--- config.mk ---
export PLATFORM = sky130hd
export DESIGN_NAME = flag_branch_ctrl
export DESIGN_NICKNAME = d
export VERILOG_FILES = /design/src/rtl/flag_branch_ctrl.sv
export SDC_FILE = /design/constraint.sdc
export NUM_CORES = 1
export LEC_CHECK = 0
export BUFFER_PORTS_ARGS = -buffer_cell sky130_fd_sc_hd__buf_2
export CELL_PAD_IN_SITES_DETAIL_PLACEMENT = 1
export CELL_PAD_IN_SITES_GLOBAL_PLACEMENT = 1
export CORE_UTILIZATION = 40
export CTS_CLUSTER_SIZE = 14
export DETAILED_ROUTE_END_ITERATION = 8
export MAX_ROUTING_LAYER = met4
export PLACE_DENSITY_LB_ADDON = 0.1
export SYNTH_ARGS = -nofsm -noshare
export SYNTH_HDL_FRONTEND = slang
export SYNTH_SLANG_ARGS = --single-unit
--- constraint.sdc ---
create_clock -name clock -period 3.2 [get_ports clock]
set_input_delay 0.64 -clock clock [delete_from_list [all_inputs] [get_ports clock]]
set_output_delay 0.64 -clock clock [all_outputs]
set_load 0.005 [all_outputs]
--- src/rtl/flag_branch_ctrl.sv ---
// EX-stage flag register, BRFL condition resolution and IF redirect / flush sequencing.
// Optional branch statistics counters are compiled in with `define BRFL_STATS_EN.
module flag_branch_ctrl #(
    parameter int ADDR_WIDTH   = 32,
    parameter int FLUSH_CYCLES = 2
) (
    input  logic                  clock,
    input  logic                  reset,
    input  logic                  flag_we,
    input  logic [2:0]            flag_in,
    input  logic                  brfl_valid,
    input  logic [2:0]            brfl_cond,
    input  logic [ADDR_WIDTH-1:0] brfl_target,
    input  logic                  pc_ack,
    output logic [2:0]            flag_q,
    output logic                  branch_req,
    output logic [ADDR_WIDTH-1:0] branch_target,
    output logic                  resolved_o,
    output logic                  taken_o,
    output logic                  stall_ex,
    output logic                  flush_o
`ifdef BRFL_STATS_EN
    ,
    input  logic                  stat_clr,
    output logic [15:0]           stat_taken,
    output logic [15:0]           stat_not_taken
`endif
);

    localparam logic [2:0] FLUSH_LOAD = 3'(FLUSH_CYCLES - 1);
    localparam logic [2:0] COND_MAX   = 3'b101;

    typedef enum logic [1:0] {
        ST_IDLE  = 2'd0,
        ST_REQ   = 2'd1,
        ST_FLUSH = 2'd2
    } state_t;

    state_t                  state_q;
    state_t                  state_d;
    logic [2:0]              flush_cnt_q;
    logic [2:0]              flush_cnt_d;
    logic [2:0]              flag_d;
    logic                    branch_req_d;
    logic [ADDR_WIDTH-1:0]   branch_target_d;
    logic                    resolved_d;
    logic                    taken_d;
    logic                    stall_d;
    logic                    flush_d;

    logic [2:0]              eff_flag_p0;
    logic                    cond_hit_p0;

    // Evaluation stage: same-cycle flag bypass so a BRFL right after a flag op sees it
    always_comb begin
        eff_flag_p0 = flag_we ? flag_in : flag_q;
        cond_hit_p0 = brfl_valid && (brfl_cond == eff_flag_p0) && (brfl_cond <= COND_MAX);
    end

    always_comb begin
        state_d         = state_q;
        flush_cnt_d     = flush_cnt_q;
        flag_d          = flag_q;
        branch_req_d    = branch_req;
        branch_target_d = branch_target;
        resolved_d      = 1'b0;
        taken_d         = 1'b0;
        stall_d         = stall_ex;
        flush_d         = flush_o;

        case (state_q)
            ST_IDLE: begin
                stall_d = 1'b0;
                flush_d = 1'b0;
                if (flag_we) begin
                    flag_d = flag_in;
                end
                if (brfl_valid) begin
                    resolved_d = 1'b1;
                    taken_d    = cond_hit_p0;
                    if (cond_hit_p0) begin
                        branch_req_d    = 1'b1;
                        branch_target_d = brfl_target;
                        stall_d         = 1'b1;
                        state_d         = ST_REQ;
                    end
                end
            end
            ST_REQ: begin
                if (pc_ack) begin
                    branch_req_d = 1'b0;
                    flush_d      = 1'b1;
                    stall_d      = 1'b1;
                    flush_cnt_d  = FLUSH_LOAD;
                    state_d      = ST_FLUSH;
                end
            end
            ST_FLUSH: begin
                if (flush_cnt_q != 3'd0) begin
                    flush_cnt_d = flush_cnt_q - 3'd1;
                end else begin
                    flush_d = 1'b0;
                    stall_d = 1'b0;
                    state_d = ST_IDLE;
                end
            end
            default: begin
                branch_req_d = 1'b0;
                flush_d      = 1'b0;
                stall_d      = 1'b0;
                flush_cnt_d  = 3'd0;
                state_d      = ST_IDLE;
            end
        endcase
    end

    // Output stage: everything leaves through a flop
    always_ff @(posedge clock or negedge reset) begin
        if (!reset) begin
            state_q       <= ST_IDLE;
            flush_cnt_q   <= 3'd0;
            flag_q        <= 3'b000;
            branch_req    <= 1'b0;
            branch_target <= '0;
            resolved_o    <= 1'b0;
            taken_o       <= 1'b0;
            stall_ex      <= 1'b0;
            flush_o       <= 1'b0;
        end else begin
            state_q       <= state_d;
            flush_cnt_q   <= flush_cnt_d;
            flag_q        <= flag_d;
            branch_req    <= branch_req_d;
            branch_target <= branch_target_d;
            resolved_o    <= resolved_d;
            taken_o       <= taken_d;
            stall_ex      <= stall_d;
            flush_o       <= flush_d;
        end
    end

`ifdef BRFL_STATS_EN
    function automatic logic [15:0] sat_inc(input logic [15:0] v);
        return (v == 16'hFFFF) ? v : v + 16'd1;
    endfunction

    logic inc_taken;
    logic inc_not_taken;

    assign inc_taken     = (state_q == ST_IDLE) && brfl_valid && cond_hit_p0;
    assign inc_not_taken = (state_q == ST_IDLE) && brfl_valid && !cond_hit_p0;

    always_ff @(posedge clock or negedge reset) begin
        if (!reset) begin
            stat_taken     <= 16'd0;
            stat_not_taken <= 16'd0;
        end else if (stat_clr) begin
            stat_taken     <= 16'd0;
            stat_not_taken <= 16'd0;
        end else begin
            if (inc_taken) begin
                stat_taken <= sat_inc(stat_taken);
            end
            if (inc_not_taken) begin
                stat_not_taken <= sat_inc(stat_not_taken);
            end
        end
    end
`endif

endmodule

==> results.toml, run 1 <==
[status]
status = "finished, final reports clean"

[route]
wl_per_cell_um = 15.1
first_pass_iters = 4
drc_errors = 0
ant_nets = 0
drtIter0Drc = 54
vias = 1374
vias_per_cell = 4.75
drt-total-wl_um = 4380

[power]
peakVddDrop_mv = 0.394
p_leak_nw = 1.43
p_per_area_nw_per_um2 = 889
finalPower_mw = 2.32

[synthesis]
synth.avg_cell_area_um2 = 15.0
synth_warnings = 0
synth_cell_types = 23
ys_seq_elements = 45
syn-num-nets = 182
yosys.area.top_type = "dfrtp_1"
synth_area_leaders = "dfrtp_1 56%, mux2_4 21%, mux2_2 3.9%"
synth_top_area_share_pct = 56.0
synth_area_um2 = 2010
netlist_instances = 134
yosysSeqAreaShare_pct = 56.0

[global_routing]
use_met1_pct = 21.7
met3_usage_pct = 3.73
grt_pass1_wl_um = 7160
grt_overflow = 0
grtUsageTotal_pct = 18.6
grtUsageMet2_pct = 31.9
antenna_found_initial = 0
grt_pass1_vias = 1497
top_usage_layer = "met2"
grt_max_degree = 46

[clocking]
cts_inserted_buffers = 5
cts_hold_buffers = 0
post_cts_buffers = 0
cts-htree-levels = 2
cts_tree = "built"
ctsResizeCount = 0
cts.clk_slew.worst_paths_ns = 0.08
ctsLongestPathBuffers = 2
cts_sinks = 45
clock_latency_ns = 0.29
root_buffer = "clkbuf_8"

[layout]
area_growth_pct = 29.7
finalInstanceArea_um2 = 2610
multi_input_area_um2 = 830
antennaDiodeCount = 0
nFillCells = 534
final-seq-area_um2 = 1130
layout_commonest_cell = "buf_2"
layout_common_cells = "82 x buf_2, 45 x dfrtp_1, 28 x mux2_4"
final_layout_size_suffix_gt1_share_pct = 56.8
layout.nets = 269
final_cell_count_no_fill = 289

[place]
hpwlAfterDp_um = 3300
place.gp.congestion = 0.734
io_buffers = 82
postPlaceCellArea_um2 = 2490
dp_cells = 281

[worst_setup_path]
cp.depth = 6
regToRegSetupSlack_ns = 1.04
worstPathMaxFanout = 18
startpoint_type = "primary input"
critPathBufInv = 2
criticalPathCategory = "primary input to register"
endpoint = "branch_target[19]$_DFFE_PN0P_"
reg2reg_to = "branch_target[19]$_DFFE_PN0P_"
worstSetupEndpointType = "register"
critPathMostFrequentCell = "mux2i_1"
reg2reg_depth = 6
arrival_ns = 2.43
cp.required_ns = 3.38
cp_slowest_cell = "nand4_4"
cpPeakStageDelay_ns = 0.43
startpoint = "flag_we"
path_cells = "buf_2, mux2i_1, mux2i_1, nand4_4, buf_12, mux2_4"
cp_top_family = "multiplexers"
r2r-start = "state_q[0]$_DFFE_PN0P_"

[job]
cap_violations = 0

[sta]
tns_ns = 0
final_max_slew_viol_count = 0
finalSetupViolCount = 0
skew_ns = 0.00568
period_share_pct = 70.4
tightest_slew_ns = 0.982
grt_setup_unrepaired = "false"
hold_viol = 0
post-route-min-period_ns = 2.25
fmax_mhz = 444
max_slew_margin_pct = 34.6

[floorplan]
die_y_um = 72.9
die_x_um = 72.9
rows = 25
core_um2 = 4790
die_area_um2 = 5320
pin_count = 83
start_util_pct = 42.0

[min_path]
hold_class = "register to register"
==> flip-flops by register name, summed over array words and instances, names as in the netlist <==
| signal | flops |
|---|---|
| flush_o | 1 |
| branch_req | 1 |
| branch_target | 32 |
| flag_q | 3 |
| resolved_o | 1 |
| stall_ex | 1 |
| taken_o | 1 |
| state_q | 2 |
| flush_cnt_q | 3 |
==> routing by layer <==
layer  share of wire [%]  routed length, um  vias to the layer above
met2                  53               2310                       52
li1                    -                  -                      637
met5                   0                  0                        -
met1                  40               1770                      678
met3                 5.6                247                        7
met4                 1.1                 50                        0
==> logic make-up after synthesis <==
group           synth area share (%)
flops                           56.0
buf+inv                         2.80
compound gates                  3.98
simple gates                    5.97
mux                             27.3
fa+ha+maj                       3.11
xor+xnor                       0.871
==> layout make-up <==
| class | instances | share of cell area (%) |
|---|---|---|
| well taps | 67 | 3.21 |
| inverters | 6 | 0.863 |
| repair buffers | 83 | 16.5 |
| clock buffers | 7 | 3.31 |
| flip-flops and latches | 45 | 43.2 |
| clock inverters | 1 | 1.15 |
| multi-input cells | 80 | 31.8 |
==> metrics by stage <==
step / util (%) / worst slack (ns) / hold WS [ns]
floorplan: - / 1.25 / 0.344
global placement: 52.1 / 0.676 / 0.462
detailed placement: 52.1 / 0.621 / 0.483
CTS: 54.5 / 0.933 / 0.500
global route: 54.5 / 0.829 / 0.518
finish: 54.5 / 0.947 / 0.491
==> worst register-to-register path, stage by stage (launching register included) <==
cell and delay [ns]:
dfrtp_1 0.41, inv_1 0.09, ha_1 0.31, and2_1 0.23
nand4_4 0.38, buf_12 0.33, mux2_4 0.31
==> report_power, final <==
group / total, mW / internal (mW) / switching, mW
Clock: 0.438 / 0.255 / 0.183
Combinational: 0.920 / 0.549 / 0.372
Sequential: 0.962 / 0.820 / 0.142
==> how the worst min path moves through the flow <==
| stage | startpoint | endpoint | depth (start not counted) |
|---|---|---|---|
| after floorplan | reset | branch_req$_DFFE_PN0P_ | 0 |
| after global placement | flush_cnt_q[1]$_DFFE_PN0P_ | flush_cnt_q[1]$_DFFE_PN0P_ | 2 |
| after detailed placement | flush_cnt_q[1]$_DFFE_PN0P_ | flush_cnt_q[1]$_DFFE_PN0P_ | 2 |
| after CTS | flush_cnt_q[1]$_DFFE_PN0P_ | flush_cnt_q[1]$_DFFE_PN0P_ | 2 |
| after global routing | branch_target[4]$_DFFE_PN0P_ | branch_target[4]$_DFFE_PN0P_ | 1 |
| final | flush_cnt_q[1]$_DFFE_PN0P_ | flush_cnt_q[1]$_DFFE_PN0P_ | 2 |
==> cells in the mapped netlist <==
cell / number
nand2_1: 7
nor2b_1: 2
o21ai_0: 2
o31ai_1: 1
nand4_1: 1
o32a_1: 2
nand2b_1: 2
xor2_1: 2
a311o_1: 1
and2_1: 2
a21oi_1: 3
a2bb2oi_1: 1
nor2_1: 5
ha_1: 5
dfrtp_1: 45
nor3_1: 2
buf_6: 3
mux2i_1: 5
inv_1: 6
nand4_4: 1
mux2_4: 28
mux2_2: 7
o2bb2ai_1: 1
Power figures use the tool's default switching activity.
==> run 2: changes to the inputs <==
--- a/config.mk
+++ b/config.mk
@@ -8,7 +8,7 @@
 export BUFFER_PORTS_ARGS = -buffer_cell sky130_fd_sc_hd__buf_2
 export CELL_PAD_IN_SITES_DETAIL_PLACEMENT = 1
 export CELL_PAD_IN_SITES_GLOBAL_PLACEMENT = 1
-export CORE_UTILIZATION = 40
+export CORE_UTILIZATION = 37
 export CTS_CLUSTER_SIZE = 14
 export DETAILED_ROUTE_END_ITERATION = 8
 export MAX_ROUTING_LAYER = met4
==> constraint.sdc (replaced) <==
create_clock -name clock -period 2.36 [get_ports clock]
set_input_delay 0.472 -clock clock [delete_from_list [all_inputs] [get_ports clock]]
set_output_delay 0.472 -clock clock [all_outputs]
set_load 0.005 [all_outputs]
==> run 2 against run 1 <==
Against the previous run:
- worst setup slack worse by 0.39 ns
- clock power up 8.7%
- routed wire length up 0.14%
- register-to-register slack worse by 0.48 ns
- sequential share of layout area up 0.23 points
- critical path depth unchanged
- utilization down 4.3 points
- global-route usage down 1.6 points
- die area up 7.9%
- first-iteration DRC count down 30%
- worst hold slack worse by 0.29 ns
==> results.toml, run 2 (same netlist as run 1, synthesis figures left out) <==
[status]
status = "finished, final reports clean"

[layout]
area_growth_pct = 29.0
nFillCells = 554
final_layout_size_suffix_gt1_share_pct = 57.4
max_flop_register = "branch_target"
layout_commonest_cell = "buf_2"
antennaDiodeCount = 0
largest_register_ffs = 32
top_regs = "branch_target (32), flag_q (3), flush_cnt_q (3)"
layout_common_cells = "82 x buf_2, 45 x dfrtp_1, 28 x mux2_4"
fin_util_pct = 50.2
layout.nets = 270

[worst_setup_path]
cpPeakStageDelay_ns = 0.39
regToRegSetupSlack_ns = 0.56
critPathBufInv = 2
reg2reg_depth = 6
arrival_ns = 1.98
cp.required_ns = 2.55
startpoint_type = "register"
reg2reg_to = "branch_target[12]$_DFFE_PN0P_"
cp_top_family = "flip-flops"
r2r-start = "state_q[0]$_DFFE_PN0P_"
path_cells = "inv_1, ha_1, and2_1, nand4_4, buf_12, mux2_2"
cp_slowest_cell = "dfrtp_1"
criticalPathCategory = "register to register"
worstPathMaxFanout = 34
worstSetupEndpointType = "register"

[global_routing]
grt_pass1_vias = 1486
grt_max_degree = 35
grtUsageTotal_pct = 17.0
grt_pass1_wl_um = 6980
antenna_found_initial = 0
grt_overflow = 0

[sta]
skew_ns = 0.00644
final_max_slew_viol_count = 0
period_share_pct = 76.2
tns_ns = 0
tightest_slew_ns = 0.669
fmax_mhz = 556
finalSetupViolCount = 0
post-route-min-period_ns = 1.80
setup_ws_ns = 0.562
grt_setup_unrepaired = "false"
max_slew_margin_pct = 55.4
hold_viol = 0
hold_ws_ns = 0.204

[clocking]
root_buffer = "clkbuf_8"
cts_sinks = 45
cts_hold_buffers = 0
ctsLongestPathBuffers = 2
post_cts_buffers = 0
cts_tree = "built"
cts_inserted_buffers = 5
cts-htree-levels = 2
ctsResizeCount = 0
clock_latency_ns = 0.29
cts.clk_slew.worst_paths_ns = 0.09

[power]
p_leak_nw = 1.43
p_comb_share_pct = 41.0
p_int_mw = 2.07
p_clk_share_pct = 15.8
peakVddDrop_mv = 0.489
p_per_area_nw_per_um2 = 1160
power.switching_mw = 0.952
power_frac_seq_pct = 43.2
netSwitchingFraction_pct = 31.5

[min_path]
hold_class = "primary input to async pin"

[floorplan]
pin_count = 83
rows = 26
die_area_um2 = 5740
start_util_pct = 38.9
core_um2 = 5170
die_y_um = 75.7
die_x_um = 75.7

[route]
wl_per_cell_um = 15.0
first_pass_iters = 4
drtIter0Drc = 38
ant_nets = 0
drc_errors = 0
drt-total-wl_um = 4380
vias_per_cell = 4.80
vias = 1406

[place]
hpwlAfterDp_um = 3260
io_buffers = 82
place.gp.congestion = 0.748
dp_slack_ns = 0.308

[job]
cap_violations = 0
[run 2: cell types whose count changed in the layout (fill, tap and decap cells not counted)]
cell / change
bufinv_16: -1
clkbuf_1: -1
buf_4: +1
clkbuf_8: -1
clkinv_4: +2
clkinv_2: +1
[run 2: power groups by stage]
stage / registers [mW] / logic [mW] / clock network [mW]
6_report: 1.30 / 1.24 / 0.476
5_1_grt: 1.35 / 1.38 / 0.531
4_1_cts: 1.31 / 1.26 / 0.501
3_5_place_dp: 1.31 / 1.25 / 0
3_3_place_gp: 1.30 / 1.21 / 0
2_1_floorplan: 1.33 / 0.727 / 0
[run 2: per-layer routing]
metal / up-vias / global-route usage, % / part of all wire (%)
met5: - / - / 0
met4: 0 / 5.56 / 1.0
met3: 5 / 4.37 / 6.9
met2: 57 / 26.6 / 48
met1: 702 / 21.5 / 44
li1: 642 / - / -
[run 2: worst max-delay path by stage]
stage / endpoint / slack, ns / cells after the start / start
after floorplan: branch_target[0]$_DFFE_PN0P_ / 0.57 / 5 / flag_we
after global placement: branch_target[17]$_DFFE_PN0P_ / 0.38 / 6 / flag_we
after detailed placement: branch_target[23]$_DFFE_PN0P_ / 0.31 / 6 / flag_we
after CTS: branch_target[11]$_DFFE_PN0P_ / 0.55 / 6 / state_q[0]$_DFFE_PN0P_
after global routing: flush_cnt_q[2]$_DFFE_PN0P_ / 0.45 / 7 / state_q[1]$_DFFE_PN0P_
final: branch_target[12]$_DFFE_PN0P_ / 0.56 / 6 / state_q[0]$_DFFE_PN0P_
[run 2: final cells by class]
| class | instances | area (um2) | share of cell area (%) |
|---|---|---|---|
| clock buffers | 5 | 68.8 | 2.65 |
| clock inverters | 3 | 22.5 | 0.868 |
| inverters | 6 | 22.5 | 0.868 |
| multi-input cells | 80 | 830 | 32.0 |
| flip-flops and latches | 45 | 1130 | 43.4 |
| well taps | 70 | 87.6 | 3.38 |
| repair buffers | 84 | 438 | 16.9 |
[run 2: metrics by stage]
step	cells	power (mW)	cell area, um2
2_1_floorplan	134	2.06	2010
3_3_place_gp	285	2.51	2500
3_5_place_dp	285	2.56	2500
4_1_cts	293	3.07	2590
5_1_grt	293	3.26	2590
6_report	293	3.02	2590
==> run 3: changes to the inputs <==
--- a/config.mk
+++ b/config.mk
@@ -5,10 +5,11 @@
 export SDC_FILE = /design/constraint.sdc
 export NUM_CORES = 1
 export LEC_CHECK = 0
+export ABC_AREA = 1
 export BUFFER_PORTS_ARGS = -buffer_cell sky130_fd_sc_hd__buf_2
 export CELL_PAD_IN_SITES_DETAIL_PLACEMENT = 1
 export CELL_PAD_IN_SITES_GLOBAL_PLACEMENT = 1
-export CORE_UTILIZATION = 37
+export CORE_UTILIZATION = 30
 export CTS_CLUSTER_SIZE = 14
 export DETAILED_ROUTE_END_ITERATION = 8
 export MAX_ROUTING_LAYER = met4
==> constraint.sdc (replaced) <==
create_clock -name clock -period 1.6 [get_ports clock]
set_input_delay 0.32 -clock clock [delete_from_list [all_inputs] [get_ports clock]]
set_output_delay 0.32 -clock clock [all_outputs]
set_load 0.005 [all_outputs]
==> run 3 against run 2 <==
Against the previous run:
- routed wire length is 11% higher
- register-to-register slack worse by 0.43 ns
- largest power group unchanged
- synthesized area is 2.1% lower
- global-route usage is 1.4 points lower
- critical path depth is 2 higher
- maximum frequency is 23% higher
- clock power is 80% higher
- final cell count is 39% higher
- utilization is 7.9 points lower
- clock skew is 0.0026 ns higher
- largest cell class unchanged
- critical path type unchanged
- sequential share of layout area is 1.5 points lower
==> results.toml, run 3 <==
[status]
status = "finished, final reports clean"

[sta]
post-route-min-period_ns = 1.46
hold_viol = 0
grt_setup_unrepaired = "false"
skew_ns = 0.00909
fmax_mhz = 683
setup_ws_ns = 0.137
tightest_slew_ns = 0.243
period_share_pct = 91.5
tns_ns = 0
finalSetupViolCount = 0
final_max_slew_viol_count = 0
max_slew_margin_pct = 83.8

[clocking]
clock_latency_ns = 0.29
cts.clk_slew.worst_paths_ns = 0.09
root_buffer = "clkbuf_8"
cts_tree = "built"
cts-htree-levels = 2
cts_inserted_buffers = 5
cts_sinks = 45
ctsLongestPathBuffers = 2

[worst_setup_path]
worstSetupEndpointType = "register"
cp_top_family = "simple AND/OR/NAND/NOR gates"
criticalPathCategory = "register to register"
cp_slowest_cell = "dfrtp_1"
startpoint_type = "register"
reg2reg_depth = 8
cpPeakStageDelay_ns = 0.40
regToRegSetupSlack_ns = 0.14
arrival_ns = 1.65
worstPathMaxFanout = 4
reg2reg_to = "state_q[0]$_DFFE_PN0P_"
cp.required_ns = 1.79
path_cells = "buf_4, ha_1, nand2_1, nand2_2, nor2_1, nand2_1, nand2_1, nand2_1"
critPathBufInv = 1
critPathMostFrequentCell = "nand2_1"
r2r-start = "state_q[1]$_DFFE_PN0P_"

[layout]
layout_common_cells = "131 x nand2_1, 82 x buf_2, 45 x dfrtp_1"
max_flop_register = "branch_target"
layout_commonest_cell = "nand2_1"
layout.nets = 378
largest_register_ffs = 32
top_regs = "branch_target (32), flag_q (3), flush_cnt_q (3)"
fin_util_pct = 42.3
antennaDiodeCount = 0
area_growth_pct = 36.4
final_layout_size_suffix_gt1_share_pct = 32.6
nFillCells = 797

[synthesis]
netlist_instances = 237
synth_warnings = 0
yosys.area.top_type = "dfrtp_1"
syn-num-nets = 285
synth_cell_types = 22
synth-edff-count = 0
synth-main-ff-cell = "dfrtp_1"
yosysSeqAreaShare_pct = 57.2
ys_top_cells_by_count = "132 x nand2_1, 45 x dfrtp_1, 16 x inv_1"
synth.avg_cell_area_um2 = 8.31
synth_top_area_share_pct = 57.2
async_reset_ff_share_pct = 100
ys_seq_elements = 45
synth_area_um2 = 1970
yosysMostFrequentCell = "nand2_1"
synth_area_leaders = "dfrtp_1 57%, nand2_1 25%, ha_1 3.2%"

[global_routing]
grt_max_degree = 46
grt_pass1_vias = 1871
antenna_found_initial = 0
grt_overflow = 0
grt_pass1_wl_um = 8490
grtUsageTotal_pct = 15.6

[floorplan]
rows = 29
core_um2 = 6350
die_y_um = 83.0
start_util_pct = 31.0
die_area_um2 = 6890
pin_count = 83
die_x_um = 83.0

[place]
dp_slack_ns = 0.0610
place.gp.congestion = 0.775
hpwlAfterDp_um = 3630
io_buffers = 82

[power]
p_leak_nw = 1.58
p_per_area_nw_per_um2 = 1750
peakVddDrop_mv = 0.645

[min_path]
hold_path_startpoint = "brfl_target[9]"
min_to = "branch_target[9]$_DFFE_PN0P_"
hold_depth = 3
hold_class = "primary input to register"

[route]
first_pass_iters = 4
drc_errors = 0
drt-total-wl_um = 4880
vias_per_cell = 4.38
ant_nets = 0
drtIter0Drc = 45
wl_per_cell_um = 12.0
vias = 1788

[job]
cap_violations = 0
## run 3: cell types whose count changed in the layout (fill, tap and decap cells not counted), sizes merged, moves of 4 or more
cell / change
o21ai: +4
mux2i: -5
nand3: +7
mux2: -35
nand2: +125
buf: +8
inv: +11
## run 3: where the power goes
group / leakage [nW] / internal (mW) / switching, mW
clock: 0.0554 / 0.469 / 0.390
combinational: 0.954 / 0.907 / 0.976
sequential: 0.567 / 1.67 / 0.284
## run 3: stage by stage
stage	instances	power, mW	cell area, um2	hold WS (ns)
6_report	408	4.69	2690	0.217
5_1_grt	408	5.15	2690	0.218
3_3_place_gp	398	3.80	2540	0.322
2_1_floorplan	237	2.90	1970	0.0244
3_5_place_dp	398	3.86	2540	0.325
4_1_cts	407	4.75	2660	0.206
## run 3: per-layer routing
layer,up-vias,wire (um),global-route usage [%]
li1,903,-,-
met1,833,2290,19.1
met2,48,2340,26.5
met3,4,211,3.68
met4,0,44,3.29
met5,-,0,-
## run 3: cell families after synthesis
| family | after synthesis | share of synthesized area (%) |
|---|---|---|
| buffers and inverters | 25 | 6.16 |
| AO/OA/AOI/OAI | 12 | 3.37 |
| AND/OR/NAND/NOR | 150 | 30.1 |
| flip-flops | 45 | 57.2 |
| adder cells (fa/ha/maj) | 5 | 3.18 |
## run 3: how the worst max path moves through the flow
stage	end	from	cells past startpoint
2_1_floorplan	flush_cnt_q[2]$_DFFE_PN0P_	state_q[1]$_DFFE_PN0P_	8
3_3_place_gp	branch_req$_DFFE_PN0P_	state_q[0]$_DFFE_PN0P_	8
3_5_place_dp	branch_req$_DFFE_PN0P_	state_q[0]$_DFFE_PN0P_	8
4_1_cts	branch_req$_DFFE_PN0P_	state_q[0]$_DFFE_PN0P_	8
5_1_grt	flush_cnt_q[2]$_DFFE_PN0P_	state_q[1]$_DFFE_PN0P_	8
6_report	state_q[0]$_DFFE_PN0P_	state_q[1]$_DFFE_PN0P_	8
## run 3: what timing repair did
item | in CTS | in global routing
gates resized for setup | 0 | 4
hold buffers | 1 | 0
buffers inserted | 0 | 1
setup endpoints to repair | 0 | 4
hold endpoints to repair | 8 | 0
## run 3: final cells by class
cell class                      instances  area (um2)  share of cell area, %
Sequential cell                        45        1130                   41.9
Tap cell                               77        96.3                   3.59
Inverter                               18        68.8                   2.56
Clock buffer                            6        72.6                   2.70
Clock inverter                          2        38.8                   1.44
Timing Repair Buffer                   93         549                   20.4
Multi-Input combinational cell        167         734                   27.3
## run 3: tightest hold or removal path: stages
cell,delay [ns]
buf_2,0.08
nand2_1,0.04
nand2_1,0.04
